`src/rtl/irq_pkg.sv`:
```
// Shared types and default sizing for the interrupt scheduler.
// Latency: n/a (declarations only).
// Backpressure: n/a (declarations only).
package irq_pkg;

    localparam int          NUM_SRC_DEF     = 4;
    localparam logic [31:0] ISR_STRIDE_DEF  = 32'h20;
    localparam int          ACK_TIMEOUT_DEF = 15;

    // Source id width; the active_id port is fixed at 2 bits.
    localparam int          ID_W            = 2;

    typedef enum logic [1:0] {
        IDLE    = 2'd0,
        REQ     = 2'd1,
        SERVICE = 2'd2
    } irq_state_e;

endpackage

```
`src/rtl/irq_arb.sv`:
```
// Picks one source from pending & ~mask, searching upward from last_id+1 (mod NUM_SRC).
// Latency: purely combinational.
// Backpressure: none; the caller decides when to act on valid/id.
module irq_arb
    import irq_pkg::*;
#(
    parameter int NUM_SRC = NUM_SRC_DEF
) (
    input  logic [NUM_SRC-1:0] pending,
    input  logic [NUM_SRC-1:0] mask,
    input  logic [ID_W-1:0]    last_id,
    output logic               valid,
    output logic [ID_W-1:0]    id
);

    logic [NUM_SRC-1:0] cand;

    assign cand = pending & ~mask;

    // Scan from the farthest offset down to the nearest so the source closest
    // after last_id is the one left standing.
    always_comb begin
        int idx;
        valid = 1'b0;
        id    = '0;
        idx   = 0;
        for (int k = NUM_SRC; k >= 1; k--) begin
            idx = (int'(last_id) + k) % NUM_SRC;
            if (cand[idx[ID_W-1:0]]) begin
                valid = 1'b1;
                id    = idx[ID_W-1:0];
            end
        end
    end

endmodule

```
`src/rtl/irq_scheduler.sv`:
```
// Latches request edges, arbitrates, and hands one interrupt at a time to the MIPS core (IDLE/REQ/SERVICE).
// Latency: req edge -> pending 1 cycle, pending -> irq 1 cycle; isr_done -> next irq 2 cycles.
// Backpressure: irq held until irq_ack or ACK_TIMEOUT cycles; IRQ_ROUND_ROBIN_EN selects round-robin over fixed priority.
module irq_scheduler
    import irq_pkg::*;
#(
    parameter int          NUM_SRC     = NUM_SRC_DEF,
    parameter logic [31:0] ISR_STRIDE  = ISR_STRIDE_DEF,
    parameter int          ACK_TIMEOUT = ACK_TIMEOUT_DEF
) (
    input  logic               clk,
    input  logic               rst,
    input  logic [NUM_SRC-1:0] req,
    input  logic [NUM_SRC-1:0] mask,
    input  logic               irq_ack,
    input  logic               isr_done,
    output logic               irq,
    output logic [31:0]        irq_addr,
    output logic [1:0]         active_id,
    output logic [NUM_SRC-1:0] pending,
    output logic               busy,
    output logic               ack_err
);

    localparam int CNT_W = $clog2(ACK_TIMEOUT + 1);
    localparam logic [CNT_W-1:0] CNT_LAST = CNT_W'(ACK_TIMEOUT - 1);

    irq_state_e         state, state_nxt;
    logic               irq_nxt;
    logic [31:0]        addr_nxt;
    logic [ID_W-1:0]    id_nxt;
    logic [CNT_W-1:0]   cnt, cnt_nxt;
    logic               err_nxt;
    logic               clr_en;
    logic [NUM_SRC-1:0] req_q;
    logic [NUM_SRC-1:0] rise;
    logic [NUM_SRC-1:0] clr;
    logic               arb_vld;
    logic [ID_W-1:0]    arb_id;
    logic [ID_W-1:0]    arb_last;

    assign rise = req & ~req_q;
    assign clr  = clr_en ? (NUM_SRC'(1) << active_id) : '0;
    assign busy = (state != IDLE);

`ifdef IRQ_ROUND_ROBIN_EN
    logic [ID_W-1:0] last_q;

    // Remember the most recent grant so the next search starts just after it.
    always_ff @(posedge clk or negedge rst) begin
        if (!rst) begin
            last_q <= ID_W'(NUM_SRC - 1);
        end else if (state == IDLE && arb_vld) begin
            last_q <= arb_id;
        end
    end

    assign arb_last = last_q;
`else
    // Pinning the search start to id 0 turns the rotating search into lowest-id-wins.
    assign arb_last = ID_W'(NUM_SRC - 1);
`endif

    irq_arb #(
        .NUM_SRC (NUM_SRC)
    ) u_arb (
        .pending (pending),
        .mask    (mask),
        .last_id (arb_last),
        .valid   (arb_vld),
        .id      (arb_id)
    );

    // Edge-detect history and pending latch; a new edge beats an ack-clear on the same bit.
    always_ff @(posedge clk or negedge rst) begin
        if (!rst) begin
            req_q   <= '0;
            pending <= '0;
        end else begin
            req_q   <= req;
            pending <= (pending & ~clr) | rise;
        end
    end

    // FSM state and the registered outputs it owns.
    always_ff @(posedge clk or negedge rst) begin
        if (!rst) begin
            state     <= IDLE;
            irq       <= 1'b0;
            irq_addr  <= '0;
            active_id <= '0;
            cnt       <= '0;
            ack_err   <= 1'b0;
        end else begin
            state     <= state_nxt;
            irq       <= irq_nxt;
            irq_addr  <= addr_nxt;
            active_id <= id_nxt;
            cnt       <= cnt_nxt;
            ack_err   <= err_nxt;
        end
    end

    // Next-state and output decode; outputs hold unless a transition changes them.
    always_comb begin
        state_nxt = state;
        irq_nxt   = irq;
        addr_nxt  = irq_addr;
        id_nxt    = active_id;
        cnt_nxt   = cnt;
        err_nxt   = ack_err;
        clr_en    = 1'b0;
        case (state)
            IDLE: begin
                cnt_nxt = '0;
                if (arb_vld) begin
                    state_nxt = REQ;
                    irq_nxt   = 1'b1;
                    addr_nxt  = 32'(arb_id) * ISR_STRIDE;
                    id_nxt    = arb_id;
                end
            end
            REQ: begin
                if (irq_ack) begin
                    clr_en    = 1'b1;
                    irq_nxt   = 1'b0;
                    cnt_nxt   = '0;
                    state_nxt = SERVICE;
                end else if (cnt == CNT_LAST) begin
                    // Core never answered: give up, keep the source pending for a retry.
                    irq_nxt   = 1'b0;
                    err_nxt   = 1'b1;
                    cnt_nxt   = '0;
                    state_nxt = IDLE;
                end else begin
                    cnt_nxt   = cnt + CNT_W'(1);
                end
            end
            SERVICE: begin
                // No preemption; a non-resuming ISR parks the scheduler here.
                if (isr_done) begin
                    state_nxt = IDLE;
                end
            end
            default: begin
                state_nxt = IDLE;
                irq_nxt   = 1'b0;
            end
        endcase
    end

endmodule

```
`config.mk`:
```
export PLATFORM = sky130hd
export DESIGN_NAME = irq_scheduler
export DESIGN_NICKNAME = d
export VERILOG_FILES = /design/src/rtl/irq_pkg.sv /design/src/rtl/irq_arb.sv /design/src/rtl/irq_scheduler.sv
export SDC_FILE = /design/constraint.sdc
export NUM_CORES = 1
export LEC_CHECK = 0
export CAP_MARGIN = 15
export CORE_MARGIN = 1.5
export CORE_UTILIZATION = 44
export CTS_BUF_LIST = sky130_fd_sc_hd__clkbuf_2 sky130_fd_sc_hd__clkbuf_4 sky130_fd_sc_hd__clkbuf_8
export DETAILED_ROUTE_END_ITERATION = 7
export HOLD_SLACK_MARGIN = 0.05
export PLACE_DENSITY = 0.83
export SLEW_MARGIN = 20
export SYNTH_ARGS = -nofsm -noshare
export SYNTH_HDL_FRONTEND = slang
export SYNTH_SLANG_ARGS = --single-unit
```
`constraint.sdc`:
```
create_clock -name clk -period 2 [get_ports clk]
set_input_delay 0.3 -clock clk [delete_from_list [all_inputs] [get_ports clk]]
set_output_delay 0.3 -clock clk [all_outputs]
set_load 0.02 [all_outputs]
```
==> metrics.yaml, run 1 <==
clock_network:
  postCtsSetupRepairBufs: 0
  clk_latency_ns: 0.29
  cts_tree: "built"
  cts.sinks: 18
  ctsHoldBuffers: 0
  cts_buffers: 3
  cts-root-buf: "clkbuf_4"
  clk_path_buf_depth: 2
  clkTransAtPathRegs_ns: 0.10
  htree_levels: 1
power:
  leakage_nw: 0.5993
  vdd_drop_max_mv: 1.152
  power.density_mw_per_mm2: 1269
timing:
  fin_setup_tns_ns: 0
  setup_viol: 0
  hold_violations: 0
  period_share: 0.9548
  period_needed_ns: 1.910
  max_freq_mhz: 523.7
  skew_ns: 0.006589
  drv_slew: 0
  rsz0062_at_grt: "no"
floorplan:
  pin_count: 53
  die_area_sq_mm: 0.002667
  rows: 17
  die_w_um: 51.64
  initial_core_util: 0.4661
  core_sq_mm: 0.002233
  die_height_um: 51.64
worst_setup_path:
  endpoint_kind: "primary output"
  crit_slowest_cell: "clkdlybuf4s50_1"
  cp-start-kind: "flip-flop"
  r2r-end: "cnt[2]"
  critPathMaxStageDelay_ns: 0.59
  crit_type: "flip-flop to primary output"
  critPathArrivalTime_ns: 1.61
  crit_family: "buffers and inverters"
  startpoint: "state[1]"
  cp.depth: 3
  r2r_setup_slack_ns: 0.64
  path_cells: "nor2_4 > inv_1 > clkdlybuf4s50_1"
  path_max_fanout: 9
  critPathBufInv: 2
  crit_path_end: "busy"
  reg2regPathDepth: 6
  crit_required_ns: 1.70
  rr_startpoint: "cnt[0]"
final_layout:
  mostFrequentLayoutCell: "conb_1"
  nNetsFinal: 143
  drive_gt1_frac: 0.09375
  num_antenna_cells: 0
  final-seq-area_sq_um: 450.4
  multiInputGateArea_sq_um: 425.4
  fin_area_sq_mm: 0.001205
  mostFrequentLayoutCells: "30 x conb_1, 22 x clkdlybuf4s50_1, 18 x dfrtp_1"
  syn_to_final_growth_pct: 15.75
  nFillCells: 211
worst_hold_path:
  hold_path.class: "input port to asynchronous set/reset pin"
synthesis:
  synth_seq_cells: 18
  yosys.area.top_type: "dfrtp_1"
  ys_warn_count: 0
  synthMuxAreaShare: 0.01442
  synth_area_leaders: "dfrtp_1 43%, buf_4 23%, o21ai_0 2.9%, inv_1 2.9%, nand2_1 2.9%"
  yosys.area_share.simple: 0.1262
  ys_seq_area_frac: 0.4327
  synth_area_per_cell_sq_um: 9.914
  syn_inst: 105
  synth_cell_types: 28
  synth_top_family_by_area: "buffers and inverters"
  synth_xor_area_frac: 0
  synth.top_cell.area_share: 0.4327
  synth_fa_ha_area_frac: 0.02404
  netlist_area_sq_mm: 0.001041
  synth_compound_area_frac: 0.1286
placed_design:
  place_area_sq_mm: 0.001161
  hpwl_mm: 1.404
  gp_congestion: 0.7722
  portBuffers: 22
route:
  drcViolationCount: 0
  postRouteAntennaNets: 0
  vias: 695
  first_pass_iters: 4
  vias_per_cell: 4.455
  wl_per_cell_um: 11.60
  routed_wl_mm: 1.810
  drtIter0Drc: 15
global_route:
  grt_max_degree: 19
  grt_pass1_wl_mm: 2.725
  grt_overflow: 0
  antenna_found_initial: 0
  use_met1: 0.1519
  grt_pass1_vias: 627
  busiest_layer: "met2"
  grt_util_all_layers: 0.1396
  grtUsageMet3: 0.03736
  grtUsageMet2: 0.2500
run:
  maxCapViolations: 0
outcome:
  status: "finished, final reports clean"
timing repair:
action | 4_1_cts | 5_1_grt
setup endpoints to repair | 1 | 1
resized for setup | 1 | 1
pin swaps | 0 | 0
cell usage after synthesis:
library cell and count:
mux2_4 1, buf_6 1, a21o_1 1, a31o_2 1, o21ai_2 1, dfrtp_1 18, nand2b_1 3, buf_4 32
o21ai_1 1, o21ai_0 6, o21bai_1 1, o31ai_1 3, a21boi_0 1, a21bo_1 1, a41o_1 1, nor3b_2 1
nand2_1 8, nor3b_4 1, a21oi_1 2, conb_1 1, ha_1 2, nand4b_1 1, o22ai_1 1, nor2_1 3
nand3_1 2, inv_1 8, nand2_2 1, nand3b_1 2
cell families (layout without fill, tap and decap cells):
kind of cell | Yosys count | in the layout
other cells | 1 | 30
fa+ha+maj | 2 | 2
flops | 18 | 18
mux | 1 | 1
simple gates | 22 | 22
compound gates | 20 | 20
buf+inv | 41 | 35
routing by layer:
metal | wire (um) | part of all wire
met5 | 0 | 0
met4 | 0 | 0
met3 | 114 | 0.063
met2 | 959 | 0.53
met1 | 736 | 0.41
through the flow:
step | instances | util | total power [mW] | setup slack (ns) | hold WS, ns
after floorplan | 134 | - | 1.091 | 0.7425 | 0.004409
after global placement | 152 | 0.5199 | 1.281 | 0.3711 | 0.4051
after detailed placement | 152 | 0.5199 | 1.297 | 0.3137 | 0.4167
after CTS | 156 | 0.5373 | 1.522 | 0.06752 | 0.3488
after global routing | 156 | 0.5395 | 1.622 | 0.009809 | 0.3552
final | 156 | 0.5395 | 1.529 | 0.09034 | 0.3379
worst min path at each step:
stage | endpoint | slack [ns] | start | cells past startpoint
6_report | req_q[0] | 0.34 | rst | 2
5_1_grt | req_q[0] | 0.36 | rst | 2
4_1_cts | req_q[0] | 0.35 | rst | 2
3_5_place_dp | pending[2] | 0.42 | req_q[2] | 1
3_3_place_gp | pending[1] | 0.41 | req_q[1] | 1
2_1_floorplan | ack_err | 0.004 | rst | 0
where the power goes:
| part | total (mW) | switching [mW] | internal (mW) |
|---|---|---|---|
| clock network | 0.215 | 0.104 | 0.111 |
| logic | 0.703 | 0.373 | 0.330 |
| registers | 0.610 | 0.143 | 0.467 |
flip-flops by register name, summed over array words and instances, names as in the netlist:
name / flops
ack_err: 1
cnt: 4
irq: 1
irq_addr: 2
pending: 4
req_q: 4
state: 2
layout make-up:
type | instances | area share
Timing Repair Buffer | 23 | 0.1890
Inverter | 8 | 0.02492
Clock buffer | 4 | 0.03011
Tap cell | 28 | 0.02908
Multi-Input combinational cell | 75 | 0.3531
Sequential cell | 18 | 0.3738
worst reg2reg max path: stages (launching register included):
cell      delay, ns
dfrtp_1        0.44
inv_1          0.08
ha_1           0.18
nand3_1        0.13
nand2_2        0.16
o21bai_1       0.09
a21o_1         0.18
No activity file was read; power rests on OpenSTA's default activity.
==> inputs of run 2 (changes only) <==
MAX_ROUTING_LAYER = met4   (was default)
==> metrics.yaml, run 2 (synthesis results as in run 1) <==
outcome:
  status: "finished, final reports clean"
final_layout:
  final-seq-area_sq_um: 450.4  # unchanged
  mostFrequentLayoutCell: "conb_1"
  nNetsFinal: 143  # unchanged
  reg_top3: "cnt (4), pending (4), req_q (4)"
  drive_gt1_frac: 0.09375  # unchanged
  num_antenna_cells: 0  # unchanged
  mostFrequentLayoutCells: "30 x conb_1, 22 x clkdlybuf4s50_1, 18 x dfrtp_1"
  fin_area_sq_mm: 0.001205  # unchanged
  nFillCells: 211  # unchanged
  syn_to_final_growth_pct: 15.75  # unchanged
  multiInputGateArea_sq_um: 425.4  # unchanged
route:
  postRouteAntennaNets: 0  # unchanged
  routed_wl_mm: 1.812  # +0.11%
  first_pass_iters: 4  # unchanged
  vias_per_cell: 4.442  # -0.29%
  drcViolationCount: 0  # unchanged
  drtIter0Drc: 14  # -1
  vias: 693  # -0.29%
  wl_per_cell_um: 11.62  # +0.11%
global_route:
  grt_pass1_wl_mm: 2.746  # +0.77%
  grt_pass1_vias: 624  # -0.48%
  antenna_found_initial: 0  # unchanged
  grt_util_all_layers: 0.1439  # +0.004333
  grt_max_degree: 19  # unchanged
  grt_overflow: 0  # unchanged
power:
  leakage_nw: 0.5993  # unchanged
  vdd_drop_max_mv: 1.152  # about the same
  power.density_mw_per_mm2: 1270  # +0.12%
worst_setup_path:
  crit_family: "buffers and inverters"
  critPathArrivalTime_ns: 1.61  # about the same
  critPathBufInv: 2  # unchanged
  crit_required_ns: 1.70  # about the same
  startpoint: "state[1]"
  rr_startpoint: "cnt[0]"
  critPathMaxStageDelay_ns: 0.59  # about the same
  endpoint_kind: "primary output"
  cp-start-kind: "flip-flop"
  path_cells: "nor2_4 > inv_1 > clkdlybuf4s50_1"
  path_max_fanout: 9  # unchanged
  crit_slowest_cell: "clkdlybuf4s50_1"
  crit_type: "flip-flop to primary output"
clock_network:
  postCtsSetupRepairBufs: 0  # unchanged
  clk_path_buf_depth: 2  # unchanged
  cts.sinks: 18  # unchanged
  cts_buffers: 3  # unchanged
  ctsHoldBuffers: 0  # unchanged
  clkTransAtPathRegs_ns: 0.10  # about the same
  cts-root-buf: "clkbuf_4"
  cts_tree: "built"
  clk_latency_ns: 0.29  # about the same
  htree_levels: 1  # unchanged
timing:
  fin_setup_tns_ns: 0  # unchanged
  whs_ns: 0.3371  # -0.0007640 ns
  setup_viol: 0  # unchanged
  setup_ws_ns: 0.08955  # -0.0007885 ns
  period_share: 0.9552  # about the same
  skew_ns: 0.005231  # -0.001358 ns
  hold_violations: 0  # unchanged
  max_freq_mhz: 523.4  # about the same
  drv_slew: 0  # unchanged
  period_needed_ns: 1.910  # +0.0007885 ns
  rsz0062_at_grt: "no"
placed_design:
  place_area_sq_mm: 0.001161  # unchanged
  gp_congestion: 0.7827  # +1.4%
  hpwl_mm: 1.404  # unchanged
  preCtsSetupSlack_ns: 0.3137  # unchanged
  portBuffers: 22  # unchanged
worst_hold_path:
  hold_path.class: "input port to asynchronous set/reset pin"
floorplan:
  die_w_um: 51.64  # unchanged
  rows: 17  # unchanged
  die_area_sq_mm: 0.002667  # unchanged
  pin_count: 53  # unchanged
  die_height_um: 51.64  # unchanged
  core_sq_mm: 0.002233  # unchanged
  initial_core_util: 0.4661  # unchanged
run:
  maxCapViolations: 0  # unchanged
## run 2: cell counts in the layout (fill, tap and decap cells not counted)
Identical to the previous run, type by type.
## run 2: timing repair
action,4_1_cts,5_1_grt
pin swaps,0,0
endpoints found under the setup margin,1,1
resized for setup,1,1
endpoints found under the hold margin,0,0
## run 2: area by class of cell
cell class	count	share of cell area
clock buffers	4	0.03011
repair buffers	23	0.1890
flip-flops and latches	18	0.3738
well taps	28	0.02908
multi-input cells	75	0.3531
inverters	8	0.02492
## run 2: per-layer routing
| layer | vias to the layer above | part of all wire | wire length, um | GRT usage |
|---|---|---|---|---|
| li1 | 333 | - | - | - |
| met1 | 324 | 0.41 | 747 | 0.1574 |
| met2 | 36 | 0.53 | 956 | 0.2479 |
| met3 | 0 | 0.059 | 107 | 0.03448 |
| met4 | 0 | 0 | 0 | 0.06579 |
| met5 | - | 0 | 0 | - |
## run 2: worst reg2reg max path, stage by stage, from the launching register on
cell      delay [ns]
dfrtp_1         0.44
inv_1           0.08
ha_1            0.18
nand3_1         0.13
nand2_2         0.16
o21bai_1        0.09
a21o_1          0.18
## run 2: final timing paths
| kind | to | slack (ns) | depth (start not counted) |
|---|---|---|---|
| min in group clk | pending[1] | 0.42 | 1 |
| worst min-delay path | req_q[0] | 0.34 | 2 |
| worst max register to register | cnt[2] | 0.64 | 6 |
| max in group asynchronous | irq_addr[5] | 1.47 | 2 |
| worst max-delay path | busy | 0.09 | 3 |
| worst min register to register | pending[1] | 0.42 | 1 |
## run 2: per-stage QoR
stage | power [mW] | cells | utilization
5_1_grt | 1.622 | 156 | 0.5395
3_3_place_gp | 1.281 | 152 | 0.5199
4_1_cts | 1.522 | 156 | 0.5373
6_report | 1.531 | 156 | 0.5395
2_1_floorplan | 1.091 | 134 | -
3_5_place_dp | 1.297 | 152 | 0.5199
## run 2: report_power, final
part	total, mW	internal [mW]	switching (mW)
Combinational	0.703	0.330	0.373
Sequential	0.611	0.467	0.143
Clock	0.217	0.111	0.106
